### src/rtl/tone_divider_bank.sv
// Multi-channel runtime-programmable square-wave divider for the tone path.
// Each channel toggles clk_out every N enabled clk_in edges (N = half-period).
// New divider values arrive over a valid/ready port, wait in a one-deep
// per-channel pending slot, and take effect only at a half-period boundary
// (or immediately when the channel is disabled or silent).
//
// Ports:
//   clk_in      system clock
//   rst_n       asynchronous active-low reset
//   cfg_valid   config request valid
//   cfg_ready   config request can be accepted (combinational)
//   cfg_ch      target channel index (out-of-range indices are accepted and dropped)
//   cfg_div     new half-period N, 0 = silent
//   ch_en       per-channel enable level
//   clk_out     per-channel square wave
//   rise_pulse  per-channel strobe, high in the cycle clk_out[i] becomes 1
module tone_divider_bank #(
  parameter int unsigned CHANNELS    = 4,
  parameter int unsigned CNT_W       = 16,
  parameter int unsigned DEFAULT_DIV = 16744,
  parameter int unsigned CH_W        = 2
) (
  input  logic                clk_in,
  input  logic                rst_n,
  input  logic                cfg_valid,
  output logic                cfg_ready,
  input  logic [CH_W-1:0]     cfg_ch,
  input  logic [CNT_W-1:0]    cfg_div,
  input  logic [CHANNELS-1:0] ch_en,
  output logic [CHANNELS-1:0] clk_out,
  output logic [CHANNELS-1:0] rise_pulse
);

  localparam logic [CNT_W-1:0] RESET_DIV = CNT_W'(DEFAULT_DIV);

  logic [CNT_W-1:0]    div_active_q  [CHANNELS];
  logic [CNT_W-1:0]    div_active_d  [CHANNELS];
  logic [CNT_W-1:0]    div_pending_q [CHANNELS];
  logic [CNT_W-1:0]    div_pending_d [CHANNELS];
  logic [CNT_W-1:0]    count_q       [CHANNELS];
  logic [CNT_W-1:0]    count_d       [CHANNELS];
  logic [CHANNELS-1:0] pend_q;
  logic [CHANNELS-1:0] pend_d;
  logic [CHANNELS-1:0] clk_out_d;
  logic [CHANNELS-1:0] rise_pulse_d;
  logic [CHANNELS-1:0] cfg_accept;

  // Ready reflects the addressed channel's pending slot; unknown channels always accept.
  always_comb begin
    cfg_ready = 1'b1;
    for (int i = 0; i < int'(CHANNELS); i++) begin
      if (cfg_ch == CH_W'(i)) cfg_ready = ~pend_q[i];
    end
  end

  // Per-channel handshake decode; nothing matches for out-of-range indices.
  always_comb begin
    cfg_accept = '0;
    for (int i = 0; i < int'(CHANNELS); i++) begin
      cfg_accept[i] = cfg_valid & (cfg_ch == CH_W'(i)) & ~pend_q[i];
    end
  end

  // Next-state for every channel.
  always_comb begin
    div_active_d  = div_active_q;
    div_pending_d = div_pending_q;
    count_d       = count_q;
    pend_d        = pend_q;
    clk_out_d     = clk_out;
    rise_pulse_d  = '0;
    for (int i = 0; i < int'(CHANNELS); i++) begin
      if (!ch_en[i] || (div_active_q[i] == '0)) begin
        // Idle or silent: hold low, restart count, take any pending value now.
        count_d[i]   = '0;
        clk_out_d[i] = 1'b0;
        if (pend_q[i]) begin
          div_active_d[i] = div_pending_q[i];
          pend_d[i]       = 1'b0;
        end
      end else if (count_q[i] == div_active_q[i] - CNT_W'(1)) begin
        // Half-period boundary: the only glitch-free point to swap dividers.
        count_d[i] = '0;
        if (pend_q[i]) begin
          div_active_d[i] = div_pending_q[i];
          pend_d[i]       = 1'b0;
          clk_out_d[i]    = (div_pending_q[i] == '0) ? 1'b0 : ~clk_out[i];
        end else begin
          clk_out_d[i] = ~clk_out[i];
        end
      end else begin
        count_d[i] = count_q[i] + CNT_W'(1);
      end
      // Accept and apply are exclusive: accept needs an empty slot, apply a full one.
      if (cfg_accept[i]) begin
        div_pending_d[i] = cfg_div;
        pend_d[i]        = 1'b1;
      end
      rise_pulse_d[i] = ~clk_out[i] & clk_out_d[i];
    end
  end

  // State registers.
  always_ff @(posedge clk_in or negedge rst_n) begin
    if (!rst_n) begin
      for (int i = 0; i < int'(CHANNELS); i++) begin
        div_active_q[i]  <= RESET_DIV;
        div_pending_q[i] <= '0;
        count_q[i]       <= '0;
      end
      pend_q     <= '0;
      clk_out    <= '0;
      rise_pulse <= '0;
    end else begin
      for (int i = 0; i < int'(CHANNELS); i++) begin
        div_active_q[i]  <= div_active_d[i];
        div_pending_q[i] <= div_pending_d[i];
        count_q[i]       <= count_d[i];
      end
      pend_q     <= pend_d;
      clk_out    <= clk_out_d;
      rise_pulse <= rise_pulse_d;
    end
  end

endmodule

### config.mk
export PLATFORM = sky130hd
export DESIGN_NAME = tone_divider_bank
export DESIGN_NICKNAME = d
export VERILOG_FILES = /design/src/rtl/tone_divider_bank.sv
export SDC_FILE = /design/constraint.sdc
export NUM_CORES = 1
export LEC_CHECK = 0
export BUFFER_PORTS_ARGS = -buffer_cell sky130_fd_sc_hd__buf_2
export CAP_MARGIN = 20
export CORE_ASPECT_RATIO = 1.1
export CORE_UTILIZATION = 65
export CTS_CLUSTER_SIZE = 20
export DETAILED_ROUTE_END_ITERATION = 16
export HOLD_SLACK_MARGIN = 0.12
export PLACE_DENSITY = 0.83
export SYNTH_ARGS = -nofsm -noshare
export SYNTH_HDL_FRONTEND = slang
export SYNTH_SLANG_ARGS = --single-unit
export TNS_END_PERCENT = 20
### constraint.sdc
create_clock -name clk_in -period 8.2 [get_ports clk_in]
set_input_delay 0.41 -clock clk_in [delete_from_list [all_inputs] [get_ports clk_in]]
set_output_delay 0.41 -clock clk_in [all_outputs]
set_load 0.05 [all_outputs]
# After elaboration in Yosys (flattened, before gate mapping)

Cells that the tools add are included.

Register bits: 204
Output and inout port bits: 9
Input port bits: 25

Mux-type cells: 52
Reduce and logical (&&, ||, !) cells: 25
$add $sub $neg: 8
Eq/ne operators: 7
Bitwise operators: 20

Operators with widths:

| operator                                                             | number |
|---|---|
| 16-bit two-way mux                                                   | 20 |
| 16-bit logical NOT                                                   | 8 |
| 16-bit by 1-bit adder with 16-bit output, second input constant      | 4 |
| 16-bit == test                                                       | 4 |
| 16-bit by 1-bit subtractor with 16-bit output, second input constant | 4 |
| 1-bit two-way mux                                                    | 32 |
| 1-bit bitwise AND                                                    | 12 |
| 3-bit nonzero test                                                   | 4 |
| 1-bit inverter                                                       | 8 |
| 2-bit nonzero test                                                   | 4 |
| 2-bit == test, second input constant                                 | 2 |
| 1-bit logical NOT                                                    | 4 |
| 1-bit logical OR                                                     | 4 |
| 2-bit by 1-bit == test with 1-bit output, second input constant      | 1 |
| 2-bit logical NOT                                                    | 1 |

# Longest topological paths before layout

Gate-level depths: netlist of run 1.

Depth after elaboration: 6
Mapped depth: 12
Gate-level depth less buffers: 9

# Worst setup path before layout of run 1

Ideal clock, no wire load.

Path kind: register to register
Start: register div_active_q[32] in the netlist's numbering
End: register div_active_q[39] in the netlist's numbering
Buffers on the path: 3
Setup time: 0.125 ns
Data required time: 8.075 ns
Slack: 5.220 ns
Cell stages (with the launch flop): 13
Arrival: 2.855 ns
Path through: dfrtp_1 -> clkbuf_1 -> inv_1 -> ha_1 -> or4b_1 -> buf_2 -> o221ai_1 -> o211ai_1 -> o21ai_0 -> nor4_4 -> o21ai_2 -> buf_6 -> mux2_4

Cells in the longest elaborated chain, start to end: 3
Elaborated cells between the ends (all ways): 6

RTL lines:

| item                                                                                | RTL line | text |
|---|---|---|
| start: declaration                                                                  | 36       | `logic [CNT_W-1:0] div_active_q [CHANNELS];` |
| start signal: indexed assignment                                                    | 116      | `div_active_q[i] <= div_active_d[i];` |
| 16-bit by 1-bit subtractor with 16-bit output or 16-bit logical NOT (tied branches) | 81, 73   |  |
| 16-bit == test or 1-bit logical OR (tied branches)                                  | 81, 73   |  |
| 2-bit nonzero test (no line) or 16-bit two-way mux (tied branches)                  | -        |  |

Several ways; a longest one is shown, not always the timed one.
A chain may end at the register's enable or synchronous reset.

# Worst setup path after layout of run 1

Start: register div_active_q[32] in the netlist's numbering
End: register div_active_q[33] in the netlist's numbering

The elaborated chain is that of the path after synthesis.

==> flow_summary.json, run 1 <==
{
  "finalHoldViolations": 0,
  "drive_above_1_share_pct": 21.46,
  "synth_nets": 1077,
  "cp_slowest_cell": "o21ai_2",
  "drc": 0,
  "coreArea_sq_um": 16550,
  "worst_setup_path_start_kind": "register",
  "wl_met3_um": 801,
  "nets": 1098,
  "grt_pass1_vias": 8008,
  "crit_buf_inv": 1,
  "timing.hold.ws_ns": 0.1789,
  "powerDensity_nw_per_um2": 301.3,
  "dieWidth_um": 126.9,
  "groute.usage.overall_pct": 28.96,
  "crit_path_end_kind": "register",
  "crit_arrival_ns": 3.99,
  "hold_class": "in2reg",
  "io_pins": 34,
  "ys_types": 83,
  "synthToLayoutAreaGrowth_pct": 9.731,
  "rsz0062_at_grt": "no",
  "final_cells": 1285,
  "wl_per_cell_um": 19.25,
  "antenna_found_initial": 0,
  "dpl.hpwl_um": 17090,
  "drt_iter0_drc": 548,
  "grt_max_degree": 73,
  "clk_path_buf_depth": 3,
  "ys_ff_latch": 204,
  "cts_tree": "yes",
  "yosysSeqAreaShare_pct": 45.96,
  "htreeDepth": 1,
  "cp_slowest_stage_delay_ns": 0.74,
  "num_antenna_cells": 0,
  "initial_core_util_pct": 67.42,
  "first_pass_iters": 5,
  "outcome": "finished clean",
  "cp_max_fo": 16,
  "timing.fmax_mhz": 277.6,
  "final_common_cell": "dfrtp_1",
  "netlist_area_sq_um": 11160,
  "postCtsSetupBuffers": 0,
  "utilization_pct": 73.98,
  "syn_inst": 1044,
  "setup_viol": 0,
  "tightest_slew_ns": 0.9405,
  "core.rowCount": 49,
  "drt-met1-wl_um": 10710,
  "p_total_w": 0.003690,
  "dp_cells": 1243,
  "dr.max_layer_used": "met4",
  "ir_worst_vdd_v": 0.0001870,
  "crit_type": "reg2reg",
  "cpLargestDelayFamily": "simple AND/OR/NAND/NOR gates",
  "slew_viol_final": 0,
  "cts-root-buf": "clkbuf_16",
  "clock-skew-final_ns": 0.01221,
  "cts.repair.resized": 0,
  "worstPathRequired_ns": 8.58,
  "finalWeightedCongestion": 0.9048,
  "cp_cell_sequence": "inv_1 -> ha_1 -> or4b_1 -> nor4_1 -> nand2_1 -> nand4_1 -> nor4_4 -> o21ai_2 -> mux2_2",
  "port-buffer-count": 33,
  "clkLatencyLatePin_ns": 0.50,
  "synth-main-ff-cell": "dfrtp_1",
  "final_antenna_net_count": 0,
  "via_count": 8114,
  "tns_ns": 0,
  "cts_made_buffers": 22,
  "die_h_um": 139.4,
  "period_needed_ns": 3.603,
  "die-area_sq_um": 17700,
  "path_clk_slew_ns": 0.06,
  "wl_met2_um": 12260,
  "grt_pass1_wl_um": 41130,
  "syn_area_per_cell_sq_um": 10.69,
  "cts.sinks": 204,
  "drv_cap": 0,
  "leakagePower_nw": 5.167,
  "relSlewSlack_pct": 37.29,
  "yosysWarningCount": 0,
  "synthArstFlopShare_pct": 100.0,
  "final_cell_mix": "dfrtp_1, nor2_1, mux2_2",
  "vias_per_cell": 6.314,
  "period_share_pct": 43.94,
  "synth_edf_count": 0,
  "grt_overflow_total": 0,
  "wl_um": 24740
}
-- synthesized netlist by cell type, drive strengths merged (16+ instances only) --
library cell    n  area [sq um]
xnor2          63         551.8
nand2          44         165.2
nand3          60         305.3
inv            30         112.6
xor2           65         569.3
dfrtp         184          4604
nor3           24         130.1
nor4           26         205.2
clkbuf         32         120.1
mux2          123          1445
and3           16         100.1
dfstp          20         525.5
nand4          22         137.6
nor2          115         431.7
-- report_power, final --
part,internal [W],switching [W],total (W)
Clock,0.000647,0.000407,0.00105
Combinational,0.000511,0.000494,0.00101
Sequential,0.00127,0.000361,0.00163
-- cell families after synthesis --
kind of cell,synth area share [%]
and+or+nand+nor,19.91
AOI/OAI and AO/OA,6.816
muxes,13.42
buffers and inverters,2.948
xor gates and xnor gates,10.04
adders and majority gates,0.8969
DFF,45.96
-- registers in the layout (all words and copies together) (netlist names) --
| name | cells |
|---|---|
| clk_out | 4 |
| count_q | 64 |
| div_active_q | 64 |
| div_pending_q | 64 |
| pend_q | 4 |
| rise_pulse | 4 |
-- metrics by stage --
| stage | worst slack [ns] | instance area [sq um] |
|---|---|---|
| finish | 4.597 | 12250 |
| global route | 4.421 | 12250 |
| CTS | 4.695 | 12240 |
| detailed placement | 4.695 | 11440 |
| global placement | 4.813 | 11440 |
| floorplan | 5.220 | 11160 |
-- worst register-to-register path: cells and delay by family, from the launching register on --
family	cells	cell delay [ns]
AO/OA/AOI/OAI	1	0.74
multiplexers	1	0.42
flip-flops	1	0.45
buffers and inverters	1	0.09
AND/OR/NAND/NOR	5	1.59
adder cells (fa/ha/maj)	1	0.22
-- routing by layer --
| layer | vias to the layer above | global-route usage, % |
|---|---|---|
| li1 | 3803 | - |
| met1 | 4070 | 37.85 |
| met2 | 174 | 49.05 |
| met3 | 67 | 3.037 |
| met4 | 0 | 12.59 |
| met5 | - | 0 |
-- area by class of cell --
cell class,count,area [sq um]
fillers,1098,4307
well taps,204,255.2
clock inverters,9,135.1
clock buffers,31,645.6
inverters,30,112.6
flip-flops and latches,204,5130
multi-input cells,766,5728
repair buffers,41,240.2
-- repair_timing --
| item | 4_1_cts | 5_1_grt |
|---|---|---|
| hold buffers | 1 | 0 |
| setup endpoints to repair | 0 | 0 |
| hold endpoints to repair | 61 | 0 |
-- worst paths after layout --
path | startpoint | to | slack, ns | cells after the start
max | div_active_q[32]$_DFFE_PN0P_ | div_active_q[33]$_DFFE_PN0P_ | 4.60 | 9
min | ch_en[0] | div_active_q[63]$_DFFE_PN0P_ | 0.18 | 3
max reg2reg | div_active_q[32]$_DFFE_PN0P_ | div_active_q[33]$_DFFE_PN0P_ | 4.60 | 9
min reg2reg | div_pending_q[60]$_DFFE_PN0P_ | div_active_q[60]$_DFFE_PN0P_ | 0.53 | 1
max in group asynchronous | rst_n | div_active_q[26]$_DFFE_PN0P_ | 6.47 | 3
min in group asynchronous | rst_n | count_q[22]$_DFF_PN0_ | 0.45 | 2
No activity file was read; power rests on OpenSTA's default activity.
==> run 2: changes to the inputs <==
--- a/config.mk
+++ b/config.mk
@@ -8,11 +8,11 @@
 export BUFFER_PORTS_ARGS = -buffer_cell sky130_fd_sc_hd__buf_2
 export CAP_MARGIN = 20
 export CORE_ASPECT_RATIO = 1.1
-export CORE_UTILIZATION = 65
+export CORE_UTILIZATION = 57
 export CTS_CLUSTER_SIZE = 20
 export DETAILED_ROUTE_END_ITERATION = 16
 export HOLD_SLACK_MARGIN = 0.12
-export PLACE_DENSITY = 0.83
+export PLACE_DENSITY = 0.77
 export SYNTH_ARGS = -nofsm -noshare
 export SYNTH_HDL_FRONTEND = slang
 export SYNTH_SLANG_ARGS = --single-unit
==> constraint.sdc (replaced) <==
create_clock -name clk_in -period 2.9 [get_ports clk_in]
set_input_delay 0.145 -clock clk_in [delete_from_list [all_inputs] [get_ports clk_in]]
set_output_delay 0.145 -clock clk_in [all_outputs]
set_load 0.05 [all_outputs]
==> run 2 against run 1 <==
Net effect: total power grew to 3.0 times the previous value; largest power group unchanged; clock-buffer cell count shrank 1; non-clock buffer count grew 89; wire length grew 1.1%; first-iteration DRC count shrank 23%.
==> flow_summary.json, run 2 (synthesized netlist as in run 1, its figures left out) <==
{
  "outcome": "finished clean",
  "cpLargestDelayFamily": "simple AND/OR/NAND/NOR gates",
  "p_total_w": 0.01089,
  "pwr-share-comb_pct": 33.8,
  "finalWeightedCongestion": 0.9022,
  "port-buffer-count": 33,
  "final_common_cell": "dfrtp_1",
  "rsz0062_at_grt": "yes",
  "ir_worst_vdd_v": 0.0006203,
  "grt_overflow_total": 0,
  "tns_ns": 0,
  "cp_cell_sequence": "inv_1 -> ha_2 -> or4b_4 -> or3_4 -> a21oi_4 -> o22ai_2 -> nor4_4 -> o21ai_4 -> buf_12 -> mux2_1",
  "htreeDepth": 1,
  "utilization_pct": 69.03,
  "via_count": 8327,
  "antenna_found_initial": 0,
  "dpl.hpwl_um": 17500,
  "p_seq_share_pct": 40.6,
  "tightest_slew_ns": 0.8227,
  "cts_tree": "yes",
  "groute.usage.overall_pct": 25.41,
  "wl_per_cell_um": 17.65,
  "drive_above_1_share_pct": 27.89,
  "setup_viol": 0,
  "cp_slowest_stage_delay_ns": 0.52,
  "num_antenna_cells": 0,
  "p_sw_share_pct": 34.27,
  "vias_per_cell": 5.881,
  "worstPathRequired_ns": 3.30,
  "cts_made_buffers": 22,
  "clock-skew-final_ns": 0.01385,
  "largestRegisters": "count_q (64), div_active_q (64), div_pending_q (64)",
  "drt_iter0_drc": 422,
  "cts.sinks": 204,
  "dieWidth_um": 135.4,
  "initial_core_util_pct": 58.24,
  "clk_path_buf_depth": 3,
  "crit_path_end_kind": "register",
  "worst_setup_path_start_kind": "register",
  "first_pass_iters": 4,
  "powerDensity_nw_per_um2": 822.8,
  "grt_max_degree": 83,
  "crit_type": "reg2reg",
  "clockPowerShare_pct": 25.7,
  "crit_arrival_ns": 3.21,
  "clkLatencyLatePin_ns": 0.51,
  "hold_class": "in2async",
  "period_share_pct": 97.01,
  "coreArea_sq_um": 19160,
  "crit_buf_inv": 2,
  "cp_max_fo": 16,
  "final_antenna_net_count": 0,
  "finalHoldViolations": 0,
  "nets": 1187,
  "die-area_sq_um": 20140,
  "wl_um": 25000,
  "final_cell_mix": "dfrtp_1, nor2_1, mux2_2",
  "timing.fmax_mhz": 355.4,
  "p_sw_w": 0.003730,
  "relSlewSlack_pct": 44.99,
  "io_pins": 34,
  "intPower_w": 0.007155,
  "drc": 0,
  "synthToLayoutAreaGrowth_pct": 18.53,
  "slew_viol_final": 0,
  "worstSetupStartpoint": "div_active_q[33]$_DFFE_PN0P_",
  "period_needed_ns": 2.813,
  "grt_pass1_vias": 8111,
  "core.rowCount": 53,
  "grt_pass1_wl_um": 40720,
  "cp_slowest_cell": "or4b_4",
  "r2r-start": "div_active_q[33]$_DFFE_PN0P_",
  "die_h_um": 148.8,
  "leakagePower_nw": 5.654,
  "cts-root-buf": "clkbuf_16",
  "path_clk_slew_ns": 0.06,
  "drv_cap": 0
}
[run 2: changes by cell type in the layout (fill, tap and decap cells not counted), sizes merged]
cell	delta
buf	+68
dlygate4sd3	+20
clkinv	+3
bufinv	-2
inv	-1
[run 2: per-layer routing]
| metal | global-route usage (%) | up-vias | share of wire, % |
|---|---|---|---|
| met5 | 0 | - | 0 |
| met4 | 8.708 | 0 | 2.6 |
| met3 | 3.636 | 44 | 3.5 |
| met2 | 43.49 | 143 | 50 |
| met1 | 32.96 | 4153 | 43 |
| li1 | - | 3987 | - |
[run 2: final cells by class]
class	instances	area, sq um
Fill cell	1424	5936
Tap cell	247	309.0
Multi-Input combinational cell	766	5888
Inverter	30	112.6
Clock buffer	30	641.9
Timing Repair Buffer	130	1059
Clock inverter	9	86.33
Sequential cell	204	5132
[run 2: worst register-to-register path: stages (launching register included)]
cell and delay [ns]:
dfrtp_1 0.38, inv_1 0.06, ha_2 0.16, or4b_4 0.52
or3_4 0.37, a21oi_4 0.14, o22ai_2 0.13, nor4_4 0.35
o21ai_4 0.11, buf_12 0.16, mux2_1 0.31
[run 2: repair_timing]
action / in CTS / in global routing
gates cloned: 0 / 1
hold endpoints to repair: 167 / 0
buffers inserted: 5 / 4
endpoints found under the setup margin: 27 / 64
resized for setup: 5 / 25
hold buffers: 21 / 0
pin swaps: 5 / 15
[run 2: final timing paths]
kind                                                end  slack [ns]  cells after the start
max                        div_active_q[34]$_DFFE_PN0P_        0.09                     10
min                               count_q[18]$_DFF_PN0_        0.21                      2
max reg2reg                div_active_q[34]$_DFFE_PN0P_        0.09                     10
min reg2reg                        clk_out[0]$_DFF_PN0_        0.52                      1
max in group asynchronous  div_active_q[56]$_DFFE_PN1P_        1.75                      3
min in group clk_in               pend_q[2]$_DFFE_PN0P_        0.27                      4
[run 2: power by group through the flow]
| stage | registers, W | clock network, W | logic, W |
|---|---|---|---|
| final | 0.00442 | 0.00279 | 0.00367 |
| after global routing | 0.00452 | 0.00299 | 0.00398 |
| after CTS | 0.00438 | 0.00285 | 0.00353 |
| after detailed placement | 0.00442 | 0 | 0.00343 |
| after global placement | 0.00438 | 0 | 0.00335 |
| after floorplan | 0.00414 | 0 | 0.00255 |
[run 2: per-stage QoR]
stage | std cells | hold slack (ns) | cell area (sq um) | setup slack (ns)
floorplan | 1044 | -0.1506 | 11220 | -0.001143
global placement | 1346 | 0.2171 | 12040 | -0.1198
detailed placement | 1346 | 0.2175 | 12040 | -0.1376
CTS | 1411 | 0.2490 | 13060 | 0.001676
global route | 1416 | 0.2794 | 13230 | -0.01870
finish | 1416 | 0.2133 | 13230 | 0.08663
==> run 3: changes to the inputs <==
--- a/config.mk
+++ b/config.mk
@@ -5,6 +5,7 @@
 export SDC_FILE = /design/constraint.sdc
 export NUM_CORES = 1
 export LEC_CHECK = 0
+export ABC_AREA = 1
 export BUFFER_PORTS_ARGS = -buffer_cell sky130_fd_sc_hd__buf_2
 export CAP_MARGIN = 20
 export CORE_ASPECT_RATIO = 1.1
==> run 3 against run 2 <==
Net effect: sequential power up 1%; final area down 3.3%; fmax rose by 9.5%; sequential share of layout area is 1.3 points higher; critical endpoint is now div_active_q[43]$_DFFE_PN0P_; largest power group is now combinational logic; highest routed layer unchanged.
==> flow_summary.json, run 3 <==
{
  "cts_made_buffers": 22,
  "yosysMostFrequentCell": "nand2_1",
  "synth_common_cells": "nand2_1, nor2_1, dfrtp_1",
  "initial_core_util_pct": 59.06,
  "relSlewSlack_pct": 39.23,
  "cpLargestDelayFamily": "simple AND/OR/NAND/NOR gates",
  "yosysSeqAreaShare_pct": 44.86,
  "worstPathRequired_ns": 3.30,
  "tightest_slew_ns": 0.9094,
  "ir_worst_vdd_v": 0.0006091,
  "outcome": "finished clean",
  "finalWeightedCongestion": 0.8675,
  "grt_overflow_total": 0,
  "ys_top_cells_by_area": "dfrtp_1, nand2_1, nor2_1",
  "cp_slowest_stage_delay_ns": 0.47,
  "cp_max_fo": 19,
  "hold_class": "in2async",
  "grt_use_met2_pct": 43.74,
  "crit_buf_inv": 1,
  "dpl.hpwl_um": 18520,
  "cts.sinks": 204,
  "clk_path_buf_depth": 3,
  "synth-main-ff-cell": "dfrtp_1",
  "nets": 1626,
  "worst_setup_path_start_kind": "register",
  "grt_busiest_layer": "met2",
  "vias_per_cell": 5.291,
  "cts-root-buf": "clkbuf_16",
  "fillers": 1666,
  "drt_iter0_drc": 681,
  "die-area_sq_um": 20630,
  "place_area_sq_um": 11810,
  "antenna_found_initial": 0,
  "port-buffer-count": 33,
  "period_share_pct": 88.61,
  "crit_arrival_ns": 2.97,
  "regArea_sq_um": 5130,
  "largestRegisters": "count_q (64), div_active_q (64), div_pending_q (64)",
  "synth_nets": 1573,
  "p_total_w": 0.01241,
  "synth_top_area_share_pct": 40.26,
  "leakagePower_nw": 6.566,
  "first_pass_iters": 5,
  "rsz0062_at_grt": "no",
  "cp_slowest_cell": "o21ai_4",
  "wl_per_cell_um": 13.89,
  "dpl_worst_slack_ns": 0.3666,
  "design_area_sq_um": 12790,
  "path_clk_slew_ns": 0.06,
  "syn_inst": 1540,
  "crit_type": "reg2reg",
  "tns_ns": 0,
  "synth_top_area_cell": "dfrtp_1",
  "cts_tree": "yes",
  "setup_ws_ns": 0.3302,
  "cp_cell_sequence": "inv_1 -> ha_1 -> nand2_1 -> nor2_4 -> nand2_1 -> nand3_1 -> nand2_1 -> nor2_1 -> nand3_1 -> o21ai_4 -> nand2_4 -> nand2_1 -> nand2_1",
  "grt_pass1_wl_um": 43370,
  "htreeDepth": 1,
  "dieWidth_um": 137.1,
  "drv_cap": 0,
  "groute.usage.overall_pct": 26.37,
  "slew_viol_final": 0,
  "ys_types": 39,
  "clkLatencyLatePin_ns": 0.52,
  "powerDensity_nw_per_um2": 970.1,
  "grt_max_degree": 84,
  "wl_um": 25770,
  "ys_ff_latch": 204,
  "netlist_area_sq_um": 11440,
  "final_common_cell": "nand2_1",
  "synthToLayoutAreaGrowth_pct": 11.88,
  "drc": 0,
  "finalHoldViolations": 0,
  "timing.fmax_mhz": 389.1,
  "grt_pass1_vias": 9148,
  "yosysWarningCount": 0,
  "final_antenna_net_count": 0,
  "io_pins": 34,
  "die_h_um": 150.6,
  "synth_edf_count": 0,
  "cpMostUsedCell": "nand2_1",
  "multi_input_area_sq_um": 5473,
  "num_antenna_cells": 0,
  "drive_above_1_share_pct": 8.515,
  "clock-skew-final_ns": 0.009304,
  "setup_viol": 0,
  "synthArstFlopShare_pct": 100.0,
  "gr-usage-met1_pct": 35.61,
  "core.rowCount": 53,
  "crit_path_end_kind": "register",
  "timing.hold.ws_ns": 0.2005,
  "syn_area_per_cell_sq_um": 7.426,
  "period_needed_ns": 2.570,
  "coreArea_sq_um": 19360,
  "final_cell_mix": "nand2_1, nor2_1, dfrtp_1",
  "use_met3_pct": 3.704,
  "via_count": 9821
}
[run 3: cell types whose count changed in the layout (fill, tap and decap cells not counted), sizes merged, moves of 12 or more]
cell,previous run,this run
nor4,26,14
xnor2,63,27
a21oi,6,18
buf,107,46
mux2,123,0
or3,14,0
o21ai,14,79
nand3,60,143
inv,30,163
and3,16,1
nor2,115,204
nand2,44,488
[run 3: final cells by class]
cell class	count	area share, %
multi-input cells	1136	42.77
flip-flops and latches	204	40.09
clock buffers	31	5.046
inverters	161	4.723
repair buffers	68	3.921
well taps	247	2.415
clock inverters	9	1.027
[run 3: layer usage]
layer  routed length [um]  vias to the layer above  share of wire, %
met5                    0                        -                 0
met4                  606                        0               2.4
met3                 1346                       41               5.2
met2                12450                      190                48
met1                11370                     4597                44
li1                     -                     4993                 -
[run 3: power breakdown]
part / total [W] / switching (W) / internal [W]
Combinational: 0.00495 / 0.00310 / 0.00186
Sequential: 0.00447 / 0.000845 / 0.00362
Clock: 0.00300 / 0.00117 / 0.00183
[run 3: through the flow]
| step | util, % | instances |
|---|---|---|
| global placement | 60.98 | 1795 |
| finish | 66.08 | 1856 |
| floorplan | - | 1540 |
| global route | 66.08 | 1856 |
| detailed placement | 60.98 | 1795 |
| CTS | 66.08 | 1856 |
[run 3: kinds of logic (layout without fill, tap and decap cells)]
family / after synthesis / count (layout) / synth area share, %
fa+ha+maj: 8 / 8 / 0.8753
flops: 204 / 204 / 44.86
compound gates: 106 / 106 / 4.956
xor+xnor: 83 / 83 / 6.357
simple gates: 939 / 939 / 35.67
buf+inv: 200 / 269 / 7.287
[run 3: final timing paths]
path	start	endpoint	slack, ns	depth (start not counted)
min in group clk_in	cfg_valid	pend_q[1]$_DFFE_PN0P_	0.20	4
min	rst_n	count_q[24]$_DFF_PN0_	0.20	2
max	div_active_q[32]$_DFFE_PN0P_	div_active_q[43]$_DFFE_PN0P_	0.33	13
max reg2reg	div_active_q[32]$_DFFE_PN0P_	div_active_q[43]$_DFFE_PN0P_	0.33	13
min reg2reg	div_active_q[62]$_DFFE_PN1P_	div_active_q[62]$_DFFE_PN1P_	0.49	2
max in group asynchronous	rst_n	div_active_q[56]$_DFFE_PN1P_	1.78	3
[run 3: repair_timing]
action,in CTS,in global routing
hold buffers,21,0
resized for setup,0,0
endpoints found under the hold margin,159,0
setup buffers,0,0
